**config.mk**
```make
export PLATFORM = sky130hd
export DESIGN_NAME = count_sweep_ctrl
export DESIGN_NICKNAME = d
export VERILOG_FILES = /design/src/rtl/count_sweep_pkg.sv /design/src/rtl/count_sweep_ctrl_updown_counter.sv /design/src/rtl/count_sweep_ctrl.sv
export SDC_FILE = /design/constraint.sdc
export NUM_CORES = 1
export LEC_CHECK = 0
export CORE_MARGIN = 2
export CORE_UTILIZATION = 59
export CTS_BUF_LIST = sky130_fd_sc_hd__clkbuf_8
export DETAILED_ROUTE_END_ITERATION = 10
export PLACE_DENSITY_LB_ADDON = 0.08
export SETUP_SLACK_MARGIN = 0.3
export SLEW_MARGIN = 20
export SYNTH_ARGS = -nofsm -noshare
export SYNTH_HDL_FRONTEND = slang
export SYNTH_SLANG_ARGS = --single-unit
export TNS_END_PERCENT = 1
```
**constraint.sdc**
```tcl
create_clock -name clk -period 7.9 [get_ports clk]
set_clock_uncertainty 0.15 [all_clocks]
set_input_delay 1.58 -clock clk [delete_from_list [all_inputs] [get_ports clk]]
set_output_delay 1.58 -clock clk [all_outputs]
set_load 0.005 [all_outputs]
```
**src/rtl/count_sweep_pkg.sv**
```systemverilog
//==============================================================================
// Module      : count_sweep_pkg
// Description : Shared types and defaults for the count_sweep_ctrl sequencer
//               and its up/down counter datapath.
// Revision    : 1.0 - initial release
//==============================================================================
`default_nettype none

package count_sweep_pkg;

  // Default datapath sizing
  localparam int unsigned c_DEFAULT_WIDTH  = 3;
  localparam int unsigned c_DEFAULT_PASS_W = 4;

  // Sweep controller states, explicitly encoded
  typedef enum logic [1:0] {
    IDLE = 2'd0,
    UP   = 2'd1,
    DOWN = 2'd2,
    DONE = 2'd3
  } sweep_state_t;

endpackage : count_sweep_pkg

`default_nettype wire

```
**src/rtl/count_sweep_ctrl_updown_counter.sv**
```systemverilog
//==============================================================================
// Module      : updown_counter
// Description : Loadable modulo-2^WIDTH up/down counter.
//               Priority: reset > load > en. When en is set, up selects
//               increment (1) or decrement (0).
// Revision    : 1.0 - initial release
//==============================================================================
`default_nettype none

module updown_counter
  import count_sweep_pkg::*;
#(
  parameter int WIDTH = c_DEFAULT_WIDTH
) (
  input  logic             clk,
  input  logic             reset,
  input  logic             load,
  input  logic [WIDTH-1:0] d,
  input  logic             en,
  input  logic             up,
  output logic [WIDTH-1:0] q
);

  logic [WIDTH-1:0] cnt_q;

  // Counter register: load has priority over stepping
  always_ff @(posedge clk) begin
    if (reset) begin
      cnt_q <= '0;
    end else if (load) begin
      cnt_q <= d;
    end else if (en) begin
      if (up) begin
        cnt_q <= cnt_q + WIDTH'(1);
      end else begin
        cnt_q <= cnt_q - WIDTH'(1);
      end
    end
  end

  assign q = cnt_q;

endmodule : updown_counter

`default_nettype wire

```
**src/rtl/count_sweep_ctrl.sv**
```systemverilog
//==============================================================================
// Module      : count_sweep_ctrl
// Description : Sequencer that sweeps an internal up/down counter through a
//               requested number of lo -> hi -> lo passes. Reports busy while
//               sweeping, a one-cycle done pulse on normal completion and a
//               one-cycle err pulse when a start request is rejected.
//               Optional build macro COUNT_SWEEP_PASS_CNT_EN adds the
//               pass_cnt output reporting completed passes.
// Revision    : 1.0 - initial release
//==============================================================================
`default_nettype none

module count_sweep_ctrl
  import count_sweep_pkg::*;
#(
  parameter int WIDTH  = c_DEFAULT_WIDTH,
  parameter int PASS_W = c_DEFAULT_PASS_W
) (
  input  logic              clk,
  input  logic              reset,
  input  logic              start,
  input  logic [WIDTH-1:0]  lo,
  input  logic [WIDTH-1:0]  hi,
  input  logic [PASS_W-1:0] passes,
  input  logic              pause,
  input  logic              abort,
  output logic [WIDTH-1:0]  cnt,
  output logic              dir,
  output logic              busy,
  output logic              done,
  output logic              err
`ifdef COUNT_SWEEP_PASS_CNT_EN
  ,
  output logic [PASS_W-1:0] pass_cnt
`endif
);

  //--------------------------------------------------------------------------
  // State and latched request
  //--------------------------------------------------------------------------
  sweep_state_t      state_q;
  logic [WIDTH-1:0]  lo_q;
  logic [WIDTH-1:0]  hi_q;
  logic [PASS_W-1:0] rem_q;
  logic              dir_q;
  logic              busy_q;
  logic              done_q;
  logic              err_q;

  //--------------------------------------------------------------------------
  // Decode
  //--------------------------------------------------------------------------
  logic w_start_ok;   // request is well formed (lo<=hi, passes!=0)
  logic w_accept;     // start taken this cycle
  logic w_at_hi;      // counter sits on the upper bound
  logic w_at_lo;      // counter sits on the lower bound
  logic w_flat;       // degenerate sweep, lo==hi, counter never moves
  logic w_last_pass;  // the current pass is the final one
  logic w_advance;    // sweeping and neither frozen nor aborted

  assign w_start_ok  = (lo <= hi) && (passes != '0);
  assign w_accept    = (state_q == IDLE) && start && w_start_ok;
  assign w_at_hi     = (cnt == hi_q);
  assign w_at_lo     = (cnt == lo_q);
  assign w_flat      = (lo_q == hi_q);
  assign w_last_pass = (rem_q == PASS_W'(1));
  assign w_advance   = ((state_q == UP) || (state_q == DOWN)) && !abort && !pause;

  //--------------------------------------------------------------------------
  // Counter control
  //--------------------------------------------------------------------------
  logic             w_load;
  logic             w_en;
  logic             w_up;
  logic [WIDTH-1:0] w_load_val;

  assign w_load_val = lo;

  // Steer the counter: load lo on accept, otherwise step toward the active bound
  always_comb begin
    w_load = 1'b0;
    w_en   = 1'b0;
    w_up   = 1'b0;
    case (state_q)
      IDLE: begin
        w_load = w_accept;
      end
      UP: begin
        if (w_advance) begin
          if (!w_at_hi) begin
            w_en = 1'b1;
            w_up = 1'b1;
          end else if (!w_flat) begin
            // turning point: first step of the descent
            w_en = 1'b1;
            w_up = 1'b0;
          end
        end
      end
      DOWN: begin
        if (w_advance) begin
          if (!w_at_lo) begin
            w_en = 1'b1;
            w_up = 1'b0;
          end else if (!w_last_pass && !w_flat) begin
            // turning point: first step of the next ascent
            w_en = 1'b1;
            w_up = 1'b1;
          end
        end
      end
      default: begin
        w_load = 1'b0;
      end
    endcase
  end

  updown_counter #(
    .WIDTH (WIDTH)
  ) u_counter (
    .clk   (clk),
    .reset (reset),
    .load  (w_load),
    .d     (w_load_val),
    .en    (w_en),
    .up    (w_up),
    .q     (cnt)
  );

  //--------------------------------------------------------------------------
  // Sweep FSM with registered status outputs
  //--------------------------------------------------------------------------

  // Sequence the passes, track remaining passes and register busy/dir/done/err
  always_ff @(posedge clk) begin
    if (reset) begin
      state_q <= IDLE;
      lo_q    <= '0;
      hi_q    <= '0;
      rem_q   <= '0;
      dir_q   <= 1'b0;
      busy_q  <= 1'b0;
      done_q  <= 1'b0;
      err_q   <= 1'b0;
    end else begin
      // pulses default low; set only in the cycle after their cause
      done_q <= 1'b0;
      err_q  <= 1'b0;
      case (state_q)
        IDLE: begin
          if (start) begin
            if (w_start_ok) begin
              lo_q    <= lo;
              hi_q    <= hi;
              rem_q   <= passes;
              state_q <= UP;
              dir_q   <= 1'b1;
              busy_q  <= 1'b1;
            end else begin
              err_q <= 1'b1;
            end
          end
        end
        UP: begin
          if (abort) begin
            state_q <= IDLE;
            dir_q   <= 1'b0;
            busy_q  <= 1'b0;
          end else if (!pause && w_at_hi) begin
            state_q <= DOWN;
            dir_q   <= 1'b0;
          end
        end
        DOWN: begin
          if (abort) begin
            state_q <= IDLE;
            dir_q   <= 1'b0;
            busy_q  <= 1'b0;
          end else if (!pause && w_at_lo) begin
            if (w_last_pass) begin
              state_q <= DONE;
              busy_q  <= 1'b0;
              done_q  <= 1'b1;
            end else begin
              rem_q   <= rem_q - PASS_W'(1);
              state_q <= UP;
              dir_q   <= 1'b1;
            end
          end
        end
        DONE: begin
          // completion already signalled; abort here has the same outcome
          state_q <= IDLE;
          dir_q   <= 1'b0;
          busy_q  <= 1'b0;
        end
        default: begin
          state_q <= IDLE;
          dir_q   <= 1'b0;
          busy_q  <= 1'b0;
        end
      endcase
    end
  end

  assign dir  = dir_q;
  assign busy = busy_q;
  assign done = done_q;
  assign err  = err_q;

`ifdef COUNT_SWEEP_PASS_CNT_EN
  //--------------------------------------------------------------------------
  // Completed-pass counter
  //--------------------------------------------------------------------------
  logic [PASS_W-1:0] pass_cnt_q;

  // Clear on a new sweep, bump each time the descent reaches lo
  always_ff @(posedge clk) begin
    if (reset) begin
      pass_cnt_q <= '0;
    end else if (w_accept) begin
      pass_cnt_q <= '0;
    end else if ((state_q == DOWN) && w_advance && w_at_lo) begin
      pass_cnt_q <= pass_cnt_q + PASS_W'(1);
    end
  end

  assign pass_cnt = pass_cnt_q;
`endif

endmodule : count_sweep_ctrl

`default_nettype wire

```
==> results.md <==
- Crit-path max cell delay: 0.51 ns
- Worst skew pair latency: 0.26 ns
- CTS Hold Bufs: 0
- Vias in the first global route: 1,198
- Row count: 17
- Hold crit path type: reg -> reg
- Met3 WL: 103 um
- Chip height: 51.9 um
- Nets: 203
- RSZ-0062 raised after global routing: no
- Pwr/cell area: 210 nW/um2
- Highest routed metal layer: met4
- Met2 Wirelength: ~1500 um
- CP Launch Type: input pin
- Post-synth top area share: 28.1%
- Final cycle utilization of the critical path: 52.3%
- DIE WIDTH: 51.9 um
- Asr flop ratio synth: 0%
- Setup ws final: 3.77 ns
- Routed Antenna Nets: 0
- Pins over their slew limit: 0
- Mapped Cells: about 160
- GRT overflow: 0
- GP Congestion: 0.872
- GR Util All Layers: 25.3%
- Status: finished, final reports clean
- Clock Path Buffers: 2
- Worst vdd ir: 0.163 mV
- Top cells by count, synth: dfxtp_1, nor2_1, inv_1
- CTS H-tree lvls: 1
- CTS tree: built
- Fmax: 242 MHz
- Via count: between 1,000 and 1,500
- Storage element area: between 300 and 400 um2
- Post-synthesis cell type count: 48
- Data arrival, critical path: 4.17 ns
- Clock Sinks: 19
- First-pass GRT wire length: roughly 5200 um
- Area growth syn-to-layout: 19.7%
- Initial Util: 61.9%
- Max-cap violations: 0
- Core area: 2190 um2
- Slew @ Worst Pin: 0.736 ns
- Critical path type: in -> reg
- Final setup violating endpoints: 0
- WL final: 2890 um
- Fill cells: between 150 and 200
- CP max-delay cell: clkdlybuf4s50_1
- Cell area after synthesis: roughly 1400 um2
- Post-CTS Setup Bufs: 0
- Largest net degree at the start of global routing: 20
- Root Driver: clkbuf_8
- Post-DP HPWL: about 2200 um
- # port buffers: 21
- Mapped Nets: 183
- Critical Path End Type: flip-flop
- I/O pin total: 22
- Slew Limit Headroom: 50.8%
- Iter 0 DRT Violations: 30
- Antenna violations before repair: 0
- WL/cell: about 14 um
- Sequential share of the synthesized area: 28.1%
- Pre-antenna DRT Iters: 4
- Vias per inst: 5.79
- Most used DFF post-synth: dfxtp_1
- Maximum fanout along the worst path: 6
- Leak pwr: 0.000649 uW
- Setup WS pre-CTS: 3.54 ns
- CP Cell Sequence: clkdlybuf4s50_1, nor3b_1, o211ai_1, fa_1, xor2_1, and3_1, nand3_1, o211a_1, nand4_1, nor3b_2
- Min Clock Period, post-route: 4.13 ns
- Final Hold Viols: 0
- Most common cell in the netlist: dfxtp_1
- Clk slew on worst S/H paths: 0.07 ns
- Antenna fix cells: 0
- DRC: 0
- Synthesized area per cell: 8.52 um2
- Number of CTS-inserted buffers: 3
- YS warnings: 0
- Post-synth EDFFs: 0
- Largest cells by area after synthesis: dfxtp_1, ha_1, mux2i_1
- DIE AREA: 2700 um2
- Largest area contributor in the netlist: dfxtp_1
- Worst EP required: 7.94 ns
- Post-CTS sizing: 0
- Share of layout cells above drive strength 1: 8.43%
- Setup tns final: 0 ns
- Wl on met1: 1290 um
- Multi-input gate area: 905 um2
- Seq cells post-synth: 19
-- power by group --
part	internal [uW]	leakage, uW	switching [uW]	total, uW
clock	35.1	0.0000255	33.9	69.0
combinational	71.0	0.000468	76.7	148
sequential	109	0.000156	15.2	124
total	215	0.000649	126	341
-- sequential cells by signal (all words and copies together) (netlist names) --
signal	count
busy	1
dir	1
done	1
err	1
hi_q	3
lo_q	3
rem_q	4
state_q	2
u_counter.q	3
-- worst paths after layout --
check / start / endpoint / slack [ns] / depth (start not counted)
hold reg to reg: dir / dir / 0.35 / 2
setup / recovery: abort / u_counter.q[2] / 3.77 / 10
hold / removal: dir / dir / 0.35 / 2
setup reg to reg: state_q[0] / u_counter.q[2] / 4.97 / 11
-- layout by cell type (no fill, tap or decap), drive strengths merged, types with 3 or more instances in the layout --
cell,synthesis,layout
nand2,9,9
ha,8,8
nor4,3,3
mux2i,9,9
clkdlybuf4s50,0,21
o21ai,7,7
dfxtp,19,19
o21a,3,3
a21oi,6,6
a211oi,3,3
clkbuf,3,3
nor2,17,17
nor3b,5,5
nor2b,4,4
nand3,4,4
a31oi,4,4
nor3,6,6
xor2,4,4
xnor2,7,7
inv,12,12
-- worst max-delay path, delay by kind of cell --
family                   cells  cell delay, ns
AO/OA/AOI/OAI                2            0.34
XOR/XNOR                     1            0.31
adder cells (fa/ha/maj)      1            0.41
buffers and inverters        1            0.51
AND/OR/NAND/NOR              5            1.01
-- metal layers --
layer | global-route usage [%] | vias up
li1 | - | 609
met1 | 30.2 | 554
met2 | 43.9 | 26
met3 | 4.02 | 4
met4 | 11.4 | 0
met5 | 0 | -
-- final cells by class --
class / count / share of cell area [%]
Multi-Input combinational cell: 122 / 55.8
Sequential cell: 19 / 23.5
Timing Repair Buffer: 21 / 13.0
Inverter: 12 / 2.78
Clock buffer: 3 / 2.55
Tap cell: 28 / 2.16
Clock inverter: 1 / 0.309
-- metrics by stage --
| step | hold slack, ns | utilization, % | instance area, um2 | instances | power, uW |
|---|---|---|---|---|---|
| after floorplan | 0.319 | - | 1360 | 159 | 231 |
| final | 0.353 | 74.0 | 1620 | 206 | 341 |
| after global routing | 0.394 | 74.0 | 1620 | 206 | 366 |
| after global placement | 0.325 | 71.9 | 1580 | 202 | 267 |
| after CTS | 0.361 | 74.0 | 1620 | 206 | 341 |
| after detailed placement | 0.338 | 71.9 | 1580 | 202 | 272 |
-- logic make-up (layout without fill, tap and decap cells) --
| family | after synthesis | after routing | synth area share, % |
|---|---|---|---|
| AOI/OAI and AO/OA | 33 | 33 | 18.2 |
| xor gates and xnor gates | 11 | 11 | 7.11 |
| adders and majority gates | 9 | 9 | 8.86 |
| buffers and inverters | 18 | 37 | 5.17 |
| DFF | 19 | 19 | 28.1 |
| muxes | 10 | 10 | 7.48 |
| and+or+nand+nor | 59 | 59 | 25.1 |
Note: power is estimated with default switching activity, not from simulation.
